`config.mk`:
```
export PLATFORM = sky130hd
export DESIGN_NAME = ddr_cmd_queue
export DESIGN_NICKNAME = d
export VERILOG_FILES = /design/src/rtl/ddr_cmd_queue.sv
export SDC_FILE = /design/constraint.sdc
export NUM_CORES = 1
export LEC_CHECK = 0
export BUFFER_PORTS_ARGS = -buffer_cell sky130_fd_sc_hd__buf_2
export CORE_ASPECT_RATIO = 0.5
export CORE_UTILIZATION = 50
export CTS_CLUSTER_DIAMETER = 120
export DETAILED_ROUTE_END_ITERATION = 6
export PLACE_DENSITY = 0.78
export REMOVE_ABC_BUFFERS = 1
export SETUP_SLACK_MARGIN = 0.02
export SLEW_MARGIN = 20
export SYNTH_ARGS = -nofsm -noshare
export SYNTH_HDL_FRONTEND = slang
export SYNTH_SLANG_ARGS = --single-unit
```
`constraint.sdc`:
```
create_clock -name SYS_CLK_100M -period 7.52 [get_ports SYS_CLK_100M]
set_input_delay 1.504 -clock SYS_CLK_100M [delete_from_list [all_inputs] [get_ports SYS_CLK_100M]]
set_output_delay 1.504 -clock SYS_CLK_100M [all_outputs]
set_load 0.02 [all_outputs]
```
`src/rtl/ddr_cmd_queue.sv`:
```
// Host request FIFO and command issuer in front of the DDR SDRAM driver.
// Optional statistics counters are enabled with `define DDR_CMD_QUEUE_STATS_EN.
module ddr_cmd_queue #(
  parameter int DEPTH         = 8,
  parameter int ISSUE_TIMEOUT = 64
) (
  input  logic                     SYS_CLK_100M,
  input  logic                     RESET_N,
  input  logic                     REQ_VALID,
  output logic                     REQ_READY,
  input  logic                     REQ_WRITE,
  input  logic [1:0]               REQ_BA,
  input  logic [12:0]              REQ_ROW,
  input  logic [9:0]               REQ_COL,
  input  logic [3:0]               REQ_LEN,
  output logic                     WRITE,
  output logic                     READ,
  output logic [1:0]               BA_IN,
  output logic [12:0]              ADDR_ROW_IN,
  output logic [9:0]               ADDR_COL_IN,
  output logic [3:0]               WRITE_LENGTH,
  input  logic                     BUSY,
  output logic [$clog2(DEPTH):0]   Q_COUNT,
  output logic                     Q_EMPTY,
  output logic                     ISSUE_ERR
`ifdef DDR_CMD_QUEUE_STATS_EN
  ,
  output logic [15:0]              STAT_RD,
  output logic [15:0]              STAT_WR,
  output logic [7:0]               STAT_TO
`endif
);

  localparam int AW = $clog2(DEPTH);
  localparam int TW = $clog2(ISSUE_TIMEOUT) + 1;
  localparam int EW = 30;
  localparam logic [AW-1:0] PTR_ONE  = AW'(1);
  localparam logic [AW:0]   CNT_ONE  = (AW+1)'(1);
  localparam logic [AW:0]   CNT_ZERO = (AW+1)'(0);
  localparam logic [AW:0]   FULL_CNT = (AW+1)'(DEPTH);
  localparam logic [TW-1:0] TO_ONE   = TW'(1);
  localparam logic [TW-1:0] TO_LAST  = TW'(ISSUE_TIMEOUT - 1);

  typedef enum logic [1:0] {
    S_IDLE      = 2'd0,
    S_ISSUE     = 2'd1,
    S_WAIT_DONE = 2'd2
  } state_t;

  state_t          r_state;
  state_t          w_state_nxt;
  logic [EW-1:0]   r_mem [DEPTH];
  logic [AW-1:0]   r_wptr;
  logic [AW-1:0]   r_rptr;
  logic [AW:0]     r_count;
  logic            r_busy_meta;
  logic            r_busy_s;
  logic [TW-1:0]   r_to_cnt;
  logic            r_write;
  logic            r_read;
  logic [1:0]      r_ba;
  logic [12:0]     r_row;
  logic [9:0]      r_col;
  logic [3:0]      r_len;
  logic            r_issue_err;
  logic            w_push;
  logic            w_pop;
  logic            w_started;
  logic            w_timeout;
  logic [EW-1:0]   w_push_data;
  logic [EW-1:0]   w_head;

  assign REQ_READY    = (r_count != FULL_CNT);
  assign Q_EMPTY      = (r_count == CNT_ZERO);
  assign Q_COUNT      = r_count;
  assign WRITE        = r_write;
  assign READ         = r_read;
  assign BA_IN        = r_ba;
  assign ADDR_ROW_IN  = r_row;
  assign ADDR_COL_IN  = r_col;
  assign WRITE_LENGTH = r_len;
  assign ISSUE_ERR    = r_issue_err;

  assign w_push      = REQ_VALID && REQ_READY;
  assign w_push_data = {REQ_WRITE, REQ_BA, REQ_ROW, REQ_COL, REQ_LEN};
  assign w_head      = r_mem[r_rptr];

  // BUSY comes from the driver's clock domain
  always_ff @(posedge SYS_CLK_100M or negedge RESET_N) begin
    if (!RESET_N) begin
      r_busy_meta <= 1'b0;
      r_busy_s    <= 1'b0;
    end else begin
      r_busy_meta <= BUSY;
      r_busy_s    <= r_busy_meta;
    end
  end

  // FIFO storage
  always_ff @(posedge SYS_CLK_100M) begin
    if (w_push) begin
      r_mem[r_wptr] <= w_push_data;
    end
  end

  // FIFO pointers and occupancy
  always_ff @(posedge SYS_CLK_100M or negedge RESET_N) begin
    if (!RESET_N) begin
      r_wptr  <= '0;
      r_rptr  <= '0;
      r_count <= '0;
    end else begin
      if (w_push) r_wptr <= r_wptr + PTR_ONE;
      if (w_pop)  r_rptr <= r_rptr + PTR_ONE;
      case ({w_push, w_pop})
        2'b10:   r_count <= r_count + CNT_ONE;
        2'b01:   r_count <= r_count - CNT_ONE;
        default: r_count <= r_count;
      endcase
    end
  end

  // Issue FSM state register
  always_ff @(posedge SYS_CLK_100M or negedge RESET_N) begin
    if (!RESET_N) r_state <= S_IDLE;
    else          r_state <= w_state_nxt;
  end

  // Issue FSM next state and handshake events
  always_comb begin
    w_state_nxt = r_state;
    w_pop       = 1'b0;
    w_started   = 1'b0;
    w_timeout   = 1'b0;
    case (r_state)
      S_IDLE: begin
        if (!Q_EMPTY && !r_busy_s) begin
          w_pop       = 1'b1;
          w_state_nxt = S_ISSUE;
        end else begin
          w_state_nxt = S_IDLE;
        end
      end
      S_ISSUE: begin
        if (r_busy_s) begin
          w_started   = 1'b1;
          w_state_nxt = S_WAIT_DONE;
        end else if (r_to_cnt == TO_LAST) begin
          w_timeout   = 1'b1;
          w_state_nxt = S_IDLE;
        end else begin
          w_state_nxt = S_ISSUE;
        end
      end
      S_WAIT_DONE: begin
        if (!r_busy_s) w_state_nxt = S_IDLE;
        else           w_state_nxt = S_WAIT_DONE;
      end
      default: w_state_nxt = S_IDLE;
    endcase
  end

  // Driver-facing command registers; address fields only reload on a pop
  always_ff @(posedge SYS_CLK_100M or negedge RESET_N) begin
    if (!RESET_N) begin
      r_write     <= 1'b0;
      r_read      <= 1'b0;
      r_ba        <= '0;
      r_row       <= '0;
      r_col       <= '0;
      r_len       <= '0;
      r_to_cnt    <= '0;
      r_issue_err <= 1'b0;
    end else begin
      if (w_pop) begin
        r_write  <= w_head[29];
        r_read   <= !w_head[29];
        r_ba     <= w_head[28:27];
        r_row    <= w_head[26:14];
        r_col    <= w_head[13:4];
        r_len    <= w_head[3:0];
        r_to_cnt <= '0;
      end else if (w_started || w_timeout) begin
        r_write <= 1'b0;
        r_read  <= 1'b0;
      end else if (r_state == S_ISSUE) begin
        r_to_cnt <= r_to_cnt + TO_ONE;
      end
      if (w_timeout) r_issue_err <= 1'b1;
    end
  end

`ifdef DDR_CMD_QUEUE_STATS_EN
  logic [15:0] r_stat_rd;
  logic [15:0] r_stat_wr;
  logic [7:0]  r_stat_to;

  // Saturating issue / timeout statistics
  always_ff @(posedge SYS_CLK_100M or negedge RESET_N) begin
    if (!RESET_N) begin
      r_stat_rd <= 16'd0;
      r_stat_wr <= 16'd0;
      r_stat_to <= 8'd0;
    end else begin
      if (w_started && r_read && (r_stat_rd != 16'hFFFF))  r_stat_rd <= r_stat_rd + 16'd1;
      if (w_started && r_write && (r_stat_wr != 16'hFFFF)) r_stat_wr <= r_stat_wr + 16'd1;
      if (w_timeout && (r_stat_to != 8'hFF))               r_stat_to <= r_stat_to + 8'd1;
    end
  end

  assign STAT_RD = r_stat_rd;
  assign STAT_WR = r_stat_wr;
  assign STAT_TO = r_stat_to;
`else
  // statistics counters not built
`endif

endmodule
```
==> results of run 1 <==
-- routing by layer --
metal	global-route usage, %	part of all wire [%]
met2	32.4	51
met5	0	0
met3	3.15	5.1
met1	26.1	42
met4	6.33	2.5
-- registers in the layout, indices dropped and copies added (netlist names), 2 cells and up --
name	flops
r_rptr	3
Q_COUNT	4
r_wptr	3
r_to_cnt	7
ADDR_COL_IN	10
ADDR_ROW_IN	13
r_state	2
WRITE_LENGTH	4
r_mem	240
BA_IN	2
-- cell usage after synthesis, drive strengths merged (6+ instances only) --
cell type,count
nand2,39
clkbuf,10
mux2i,32
o21ai,32
nor3,7
buf,16
mux4,59
nor2,9
edfxtp,240
dfrtp,53
xnor2,6
ha,6
-- worst max-delay path, stage by stage, from the launching register on --
cell and delay, ps:
dfrtp_1 470, nor4_2 340, or4_2 170, buf_4 610, inv_2 180, ha_1 310, xor2_1 170, ha_1 200
a21oi_1 170, xor2_1 160, nor2_1 70, xor2_1 140
-- power breakdown --
| part | leakage (nW) | switching, mW | total, mW | internal, mW |
|---|---|---|---|---|
| sequential | 2.84 | 0.153 | 2.24 | 2.09 |
| combinational | 1.23 | 0.825 | 1.43 | 0.607 |
| clock | 0.411 | 0.575 | 1.31 | 0.737 |
| total | 4.48 | 1.55 | 4.98 | 3.43 |
-- logic make-up (layout without fill, tap and decap cells) --
family                   Yosys count  in the layout  share of synthesized area (%)
XOR/XNOR                          11             11                          0.861
flip-flops                       293            293                           76.2
buffers and inverters             28            133                           1.44
adder cells (fa/ha/maj)            6              6                          0.671
multiplexers                      93             93                           14.9
AND/OR/NAND/NOR                   77             77                           3.25
AO/OA/AOI/OAI                     46             46                           2.63
-- path summary, 6_finish.rpt --
kind	startpoint	end	slack (ps)	cells after the start
worst min-delay path	r_busy_meta$_DFF_PN0_	r_busy_s$_DFF_PN0_	390	0
worst max-delay path	Q_COUNT[1]$_DFFE_PN0P_	Q_COUNT[2]$_DFFE_PN0P_	4410	11
min in group asynchronous	RESET_N	WRITE_LENGTH[1]$_DFFE_PN0N_	900	1
worst min register to register	r_busy_meta$_DFF_PN0_	r_busy_s$_DFF_PN0_	390	0
max in group asynchronous	RESET_N	r_rptr[0]$_DFFE_PN0N_	5690	2
worst max register to register	Q_COUNT[1]$_DFFE_PN0P_	Q_COUNT[2]$_DFFE_PN0P_	4410	11
-- metrics by stage --
stage	power, mW	cells	utilization [%]
after global placement	3.64	911	54.6
after global routing	5.22	959	58.5
final	4.98	959	58.5
after CTS	5.03	959	58.5
after detailed placement	3.69	911	54.6
after floorplan	3.28	528	-
-- final cells by class --
type                    count  area (sq um)  share of cell area, %
clock buffers              34           711                   5.57
clock inverters            14           133                   1.04
well taps                 300           375                   2.94
flip-flops and latches    293          8540                   66.9
multi-input cells         233          2560                   20.0
inverters                   2          7.51                 0.0588
repair buffers             83           445                   3.49
==> key figures, run 1 <==
Drt
  • Number of vias after detailed routing: 5480
  • Number of design rule violations left after detail routing: 0
  • First-pass detailed-route iteration total: 4
  • Iteration-0 DRC Markers: 581
  • Via count normalized by instance count: 5.71
  • Post-DRT Antenna Nets: 0
  • Detail-routed net length per standard cell: 22.2 um
  • Wirelength, routed: 21300 um

Global route
  • Largest net degree at the start of global routing: 70
  • Total congestion overflow after global routing: 0
  • Number of antenna violations at the first check in global routing: 0
  • Global-route wire length before repair: 32700 um
  • Total Routing Usage GR: 19.3%
  • Number of global-route vias before repair: 5670

Floorplan
  • Core area: 21800 sq um
  • Standard-cell row count: 38
  • Height of the die: 108 um
  • Io pins: 72
  • Overall die width: 214 um
  • Initial Util: 51.3%
  • DIE AREA: 23000 sq um

Clocking
  • Clock tree from TritonCTS: built
  • Clk sink count: 293
  • Number of buffers created by CTS: 26
  • Number of gates given a new drive strength after cts: 0
  • Number of hold buffers added after CTS: 0
  • CTS max path bufs: 3
  • Post-CTS setup buffer count: 0
  • Number of H-tree branching levels: 1
  • Clock slew at reported path FFs: 70 ps
  • Source-to-sink clock delay at the later pin of the worst-skew pair: 540 ps
  • CTS root buffer: clkbuf_16

STA
  • Aggregate negative setup slack: 0 ps
  • Number of slew-limit violations in the final report: 0
  • Max transition margin: 24.3%
  • Final period demand of the worst path: 3110 ps
  • Hold violation count in the final report: 0
  • Setup Skew: 15.0 ps
  • Achievable clock frequency: 321 MHz
  • Worst-Margin Slew: 1130 ps
  • Final critical-path setup slack: 4410 ps
  • Minimum hold slack: 389 ps
  • Setup Viol. Count Final: 0
  • Unrepaired setup endpoints after global routing: no
  • Final worst-path cycle share: 41.4%

Synth
  • Largest area contributor in the netlist: edfxtp_1
  • Synth unique cells: 43
  • Number of flops mapped to enable cells by yosys: 240
  • Share of the yosys chip area belonging to registers: 76.2%
  • Prevailing post-synth register cell: edfxtp_1
  • Flip-flop and latch count after synthesis: 293
  • Async set-reset flop share out of synthesis: 18.1%
  • Mean Syn Cell Area: 20.2 sq um
  • Share of the synthesized area in the top cell type: 64.4%
  • Synthesis Warnings: 0
  • Cell Area, Synth: 11200 sq um
  • Cells after Synth: 554
  • Cells taking the most area after synthesis: edfxtp_1 (64%), mux4_2 (12%), dfrtp_1 (12%), mux2i_1 (2.9%), nand2_1 (1.3%)

Final layout
  • Most frequent standard cell in the layout excluding fill and tap cells: edfxtp_1
  • Synthesis-to-finish area growth: 14.0%
  • Final cell area excluding filler cells: 12800 sq um
  • Layout cells sized above 1: 30.5%
  • Commonest non-fill, non-tap cells in the layout: edfxtp_1 (240), buf_2 (71), mux4_2 (59)
  • Antenna diode instance count: 0
  • Post-layout net count: 679
  • Fill cell total of the finished layout: 1511

Pwr
  • PD cells: 390 nW/um^2
  • Max rail drop VDD: 0.000231 V
  • LEAKAGE: 4.48 nW

Placed design
  • Pre-CTS WS: 3870 ps
  • DP HPWL: 11600 um
  • Routability-driven placement congestion ratio: 0.730
  • Port-buffer cells: 71
  • Placed cell areas: 11900 sq um

Worst setup path
  • Kind of end point of the critical path: flop
  • Critical setup path kind: flop to flop
  • Crit path DAT: 3520 ps
  • Worst-path fanout max: 69
  • Nature of the critical path startpoint: flop
  • Required time at the endpoint of the critical path: 7920 ps

Run
  • Max Cap Violations: 0

Outcome
  • Run status: finished clean

Worst hold path
  • Worst hold-check path type: flop to flop
Note: power is estimated with default switching activity, not from simulation.
==> inputs of run 2 (changes only) <==
==> constraint.sdc (replaced) <==
create_clock -name SYS_CLK_100M -period 2.96 [get_ports SYS_CLK_100M]
set_input_delay 0.592 -clock SYS_CLK_100M [delete_from_list [all_inputs] [get_ports SYS_CLK_100M]]
set_output_delay 0.592 -clock SYS_CLK_100M [all_outputs]
set_load 0.02 [all_outputs]
==> run 2 against run 1 <==
Clock-buffer cell count up 1; sequential share of layout area down 0.31 points; non-clock buffer count up 6; via count down 1.8%; wire length down 1.9%; worst setup slack worse by 4000 ps; core utilization up 0.27 points; clock power rose to 2.5 times the previous value; critical path depth down 1; design area up 0.46%; critical endpoint unchanged.
==> key figures, run 2 (synthesized netlist as in run 1, its figures left out) <==
STA
  • Worst-Margin Slew: 804 ps
  • Minimum hold slack: 98.4 ps
  • Aggregate negative setup slack: 0 ps
  • Max transition margin: 46.4%
  • Unrepaired setup endpoints after global routing: no
  • Number of slew-limit violations in the final report: 0
  • Setup Viol. Count Final: 0
  • Hold violation count in the final report: 0
  • Achievable clock frequency: 387 MHz
  • Final period demand of the worst path: 2580 ps
  • Final worst-path cycle share: 87.3%
  • Setup Skew: 20.8 ps

Final layout
  • Synthesis-to-finish area growth: 14.6%
  • Antenna diode instance count: 0
  • Post-layout net count: 685
  • Commonest non-fill, non-tap cells in the layout: edfxtp_1 (240), buf_2 (71), mux4_2 (59)
  • Final non-filler cell total: 965
  • Fill cell total of the finished layout: 1485
  • End-of-flow core utilization: 58.8%
  • Register cell area after layout: 8540 sq um
  • Flip-flop count of the largest register after layout: 240
  • Register ranked first by flip-flop count: r_mem
  • Most frequent standard cell in the layout excluding fill and tap cells: edfxtp_1
  • Layout cells sized above 1: 30.2%
  • Total area of multi-input combinational cells: 2550 sq um

Clocking
  • Clk sink count: 293
  • Source-to-sink clock delay at the later pin of the worst-skew pair: 530 ps
  • CTS max path bufs: 3
  • Number of hold buffers added after CTS: 0
  • Number of H-tree branching levels: 1
  • Clock slew at reported path FFs: 70 ps
  • Number of buffers created by CTS: 26
  • Number of gates given a new drive strength after cts: 0
  • Clock tree from TritonCTS: built
  • CTS root buffer: clkbuf_16
  • Post-CTS setup buffer count: 0

Global route
  • Number of antenna violations at the first check in global routing: 1
  • Largest net degree at the start of global routing: 69
  • Number of global-route vias before repair: 5495
  • Total Routing Usage GR: 18.8%
  • Global-route wire length before repair: 32200 um
  • Total congestion overflow after global routing: 0

Drt
  • Number of design rule violations left after detail routing: 0
  • First-pass detailed-route iteration total: 5
  • Iteration-0 DRC Markers: 427
  • Number of vias after detailed routing: 5381
  • Post-DRT Antenna Nets: 0
  • Via count normalized by instance count: 5.58
  • Detail-routed net length per standard cell: 21.6 um
  • Wirelength, routed: 20900 um

Pwr
  • Max rail drop VDD: 0.000439 V
  • Sequential Power Share: 45.8%
  • Switch share: 30.6%
  • Total net switching power: 3.87 mW
  • LEAKAGE: 4.51 nW
  • Cell internal pwr: 8.80 mW
  • Clock share of power: 26.1%
  • Logic pwr share: 28.0%
  • PD cells: 988 nW/um^2

Worst setup path
  • Nature of the critical path startpoint: flop
  • Kind of end point of the critical path: flop
  • Required time at the endpoint of the critical path: 3360 ps
  • Worst-path fanout max: 8
  • Critical setup path kind: flop to flop
  • Crit path DAT: 2980 ps

Placed design
  • DP HPWL: 11200 um
  • Routability-driven placement congestion ratio: 0.750
  • Port-buffer cells: 71
  • Placed cell count: 917

Outcome
  • Run status: finished clean

Floorplan
  • DIE AREA: 23000 sq um
  • Standard-cell row count: 38
  • Initial Util: 51.3%
  • Height of the die: 108 um
  • Core area: 21800 sq um
  • Io pins: 72
  • Overall die width: 214 um

Run
  • Max Cap Violations: 0

Worst hold path
  • Worst hold-check path type: input pin to asynchronous set/reset pin
[run 2: cell types whose count changed in the layout (fill, tap and decap cells not counted), sizes merged]
| cell | change |
|---|---|
| buf | +6 |
| clkinvlp | -2 |
| bufinv | +1 |
| clkbuf | +1 |
[run 2: routing by layer]
| layer | part of all wire (%) | routed length [um] | global-route usage, % |
|---|---|---|---|
| met5 | 0.062 | 13 | 0 |
| met4 | 1.3 | 266 | 3.37 |
| met3 | 5.8 | 1210 | 4.03 |
| met2 | 49 | 10300 | 31.3 |
| met1 | 44 | 9110 | 26.0 |
[run 2: area by class of cell]
cell class	count	share of cell area, %
Sequential cell	293	66.6
Multi-Input combinational cell	233	19.9
Clock buffer	35	5.41
Timing Repair Buffer	89	4.02
Tap cell	300	2.93
Clock inverter	13	1.12
Inverter	2	0.0585
[run 2: final timing paths]
path	from	end	slack (ps)	cells after the start
worst max register to register	Q_COUNT[0]$_DFFE_PN0P_	Q_COUNT[2]$_DFFE_PN0P_	380	10
worst max-delay path	Q_COUNT[0]$_DFFE_PN0P_	Q_COUNT[2]$_DFFE_PN0P_	380	10
min in group SYS_CLK_100M	BUSY	r_busy_meta$_DFF_PN0_	180	1
worst min-delay path	RESET_N	ADDR_ROW_IN[2]$_DFFE_PN0N_	100	1
worst min register to register	r_busy_meta$_DFF_PN0_	r_busy_s$_DFF_PN0_	390	0
max in group asynchronous	RESET_N	ADDR_COL_IN[6]$_DFFE_PN0N_	2060	2
[run 2: power groups by stage]
stage               combinational (mW)  sequential [mW]  clock (mW)
floorplan                         2.03             6.30           0
global placement                  3.52             5.82           0
global route                      3.83             5.89        3.54
CTS                               3.61             5.82        3.36
detailed placement                3.59             5.89           0
finish                            3.55             5.81        3.31
[run 2: through the flow]
stage                     power [mW]  instance area [sq um]  setup slack, ps
after floorplan                 8.33                  11000            -1540
after global placement          9.34                  12000              529
after detailed placement        9.47                  12000              371
after CTS                       12.8                  12800              362
after global routing            13.3                  12800              227
final                           12.7                  12800              376
[run 2: worst max-delay path, stage by stage (launching register included)]
cell     delay [ps]
dfrtp_1         500
nor4_2          100
or4_2           580
inv_2           150
ha_1            300
xor2_1          110
ha_1            200
a21oi_1         140
xor2_1          170
nor2_1           70
xor2_1          140
==> inputs of run 3 (changes only) <==
--- a/config.mk
+++ b/config.mk
@@ -8,6 +8,7 @@
 export BUFFER_PORTS_ARGS = -buffer_cell sky130_fd_sc_hd__buf_2
 export CORE_ASPECT_RATIO = 0.5
 export CORE_UTILIZATION = 50
+export CTS_BUF_LIST = sky130_fd_sc_hd__clkbuf_4
 export CTS_CLUSTER_DIAMETER = 120
 export DETAILED_ROUTE_END_ITERATION = 6
 export PLACE_DENSITY = 0.78
==> run 3 against run 2 <==
Sequential power is essentially flat; cell count grew 7.9%; clock-buffer cell count grew 74; via count grew 4.2%; combinational power is essentially flat; first-iteration DRC count shrank 11%; global-route usage grew 0.46 points; critical path depth shrank 2; critical endpoint is now Q_COUNT[3]$_DFFE_PN0P_; highest routed layer unchanged.
==> key figures, run 3 (synthesized netlist as in run 1, its figures left out) <==
Outcome
  • Run status: finished clean

Worst setup path
  • Critical setup path kind: flop to flop
  • Nature of the critical path startpoint: flop
  • Required time at the endpoint of the critical path: 3490 ps
  • Worst-path fanout max: 8
  • Worst reg2reg setup slack: 380 ps
  • Critical path startpoint: Q_COUNT[0]$_DFFE_PN0P_
  • Launch point of the worst reg-to-reg path: Q_COUNT[0]$_DFFE_PN0P_
  • Kind of end point of the critical path: flop
  • Crit path DAT: 3110 ps
  • Terminus of the critical flop-to-flop path: Q_COUNT[3]$_DFFE_PN0P_
  • FF-to-FF path depth: 8

STA
  • Final worst-path cycle share: 87.2%
  • Final period demand of the worst path: 2580 ps
  • Max transition margin: 47.3%
  • Aggregate negative setup slack: 0 ps
  • Setup Skew: 23.1 ps
  • Number of slew-limit violations in the final report: 0
  • Unrepaired setup endpoints after global routing: no
  • Worst-Margin Slew: 791 ps
  • Final critical-path setup slack: 378 ps
  • Hold violation count in the final report: 0
  • Setup Viol. Count Final: 0
  • Achievable clock frequency: 387 MHz

Final layout
  • End-of-flow core utilization: 59.2%
  • Register ranked first by flip-flop count: r_mem
  • Fill cell total of the finished layout: 1519
  • Post-layout net count: 728
  • Most frequent standard cell in the layout excluding fill and tap cells: edfxtp_1
  • Commonest non-fill, non-tap cells in the layout: edfxtp_1 (240), clkbuf_4 (109), buf_2 (71)
  • Total area of multi-input combinational cells: 2550 sq um
  • Flip-flop count of the largest register after layout: 240
  • Layout cells sized above 1: 38.1%
  • Final non-filler cell total: 1041
  • Register cell area after layout: 8540 sq um
  • Final cell area excluding filler cells: 12900 sq um
  • Antenna diode instance count: 0
  • Synthesis-to-finish area growth: 15.4%

Worst hold path
  • Worst hold-check path type: input pin to flop
  • Number of cells on the worst hold path: 1
  • Hold path startpoint: BUSY
  • End of the worst hold path: r_busy_meta$_DFF_PN0_

Clocking
  • Clk sink count: 293
  • Clock tree from TritonCTS: built
  • Number of gates given a new drive strength after cts: 0
  • Number of H-tree branching levels: 3
  • CTS max path bufs: 3
  • Post-CTS setup buffer count: 0
  • CTS root buffer: clkbuf_4
  • Number of buffers created by CTS: 68
  • Clock slew at reported path FFs: 70 ps
  • Number of hold buffers added after CTS: 1
  • Source-to-sink clock delay at the later pin of the worst-skew pair: 650 ps

Drt
  • Number of vias after detailed routing: 5605
  • Wirelength, routed: 20900 um
  • Detail-routed net length per standard cell: 20.0 um
  • First-pass detailed-route iteration total: 5
  • Number of design rule violations left after detail routing: 0
  • Post-DRT Antenna Nets: 0
  • Via count normalized by instance count: 5.38
  • Iteration-0 DRC Markers: 381

Pwr
  • Max rail drop VDD: 0.000409 V
  • LEAKAGE: 4.67 nW
  • PD cells: 982 nW/um^2

Global route
  • Total Routing Usage GR: 19.3%
  • Largest net degree at the start of global routing: 69
  • Number of antenna violations at the first check in global routing: 1
  • Number of global-route vias before repair: 5842
  • Total congestion overflow after global routing: 0
  • Global-route wire length before repair: 32300 um

Placed design
  • Port-buffer cells: 71
  • Placed cell areas: 12000 sq um
  • Pre-CTS WS: 371 ps
  • Routability-driven placement congestion ratio: 0.750
  • DP HPWL: 11200 um
  • Placed cell count: 917

Floorplan
  • Initial Util: 51.3%
  • Overall die width: 214 um
  • DIE AREA: 23000 sq um
  • Height of the die: 108 um
  • Core area: 21800 sq um
  • Standard-cell row count: 38
  • Io pins: 72

Run
  • Max Cap Violations: 0
run 3: cell types whose count changed in the layout (fill, tap and decap cells not counted):
| cell | change |
|---|---|
| clkbuf_4 | +109 |
| clkbuf_16 | -26 |
| clkbuf_1 | -8 |
| inv_2 | +3 |
| clkinv_1 | +2 |
| clkinv_2 | -2 |
| bufinv_16 | -1 |
| clkbuf_8 | -1 |
| clkinv_8 | -1 |
| dlygate4sd3_1 | +1 |
run 3: how the worst max path moves through the flow:
stage / slack (ps) / endpoint / cells past startpoint
after detailed placement: 370 / Q_COUNT[3]$_DFFE_PN0P_ / 8
final: 380 / Q_COUNT[3]$_DFFE_PN0P_ / 8
after global routing: 230 / Q_COUNT[2]$_DFFE_PN0P_ / 10
after CTS: 360 / Q_COUNT[3]$_DFFE_PN0P_ / 8
after global placement: 530 / Q_COUNT[2]$_DFFE_PN0P_ / 10
after floorplan: -1540 / r_mem[0][0]$_DFFE_PP_ / 4
run 3: metrics by stage:
step	hold WS, ps	power, mW
3_5_place_dp	373	9.47
3_3_place_gp	373	9.34
2_1_floorplan	296	8.33
4_1_cts	21.4	12.8
6_report	65.2	12.7
5_1_grt	10.9	13.4
run 3: area by class of cell:
type	instances	area share, %
sequential	293	66.1
inverter	2	0.0581
clock inverter	14	0.823
timing repair buffer	90	4.07
tap	300	2.90
clock buffer	109	6.33
multi-input combinational	233	19.7
run 3: routing by layer:
layer	part of all wire (%)	vias up	global-route usage [%]
met1	44	2890	25.2
met5	0.062	-	0
met3	5.4	29	5.43
li1	-	2538	-
met2	49	146	31.3
met4	1.4	2	6.43
run 3: worst max-delay path: stages, from the launching register on:
cell and delay, ps:
dfrtp_1 510, nor4_2 100, or4_2 580, inv_2 150
ha_1 290, nand3b_1 100, a2111oi_0 450, nor3_1 130
xnor2_1 140
run 3: where the power goes:
| part | leakage [nW] | internal (mW) | switching (mW) | total (mW) |
|---|---|---|---|---|
| combinational | 1.27 | 1.59 | 1.94 | 3.53 |
| clock | 0.559 | 1.85 | 1.52 | 3.37 |
| sequential | 2.84 | 5.29 | 0.506 | 5.80 |
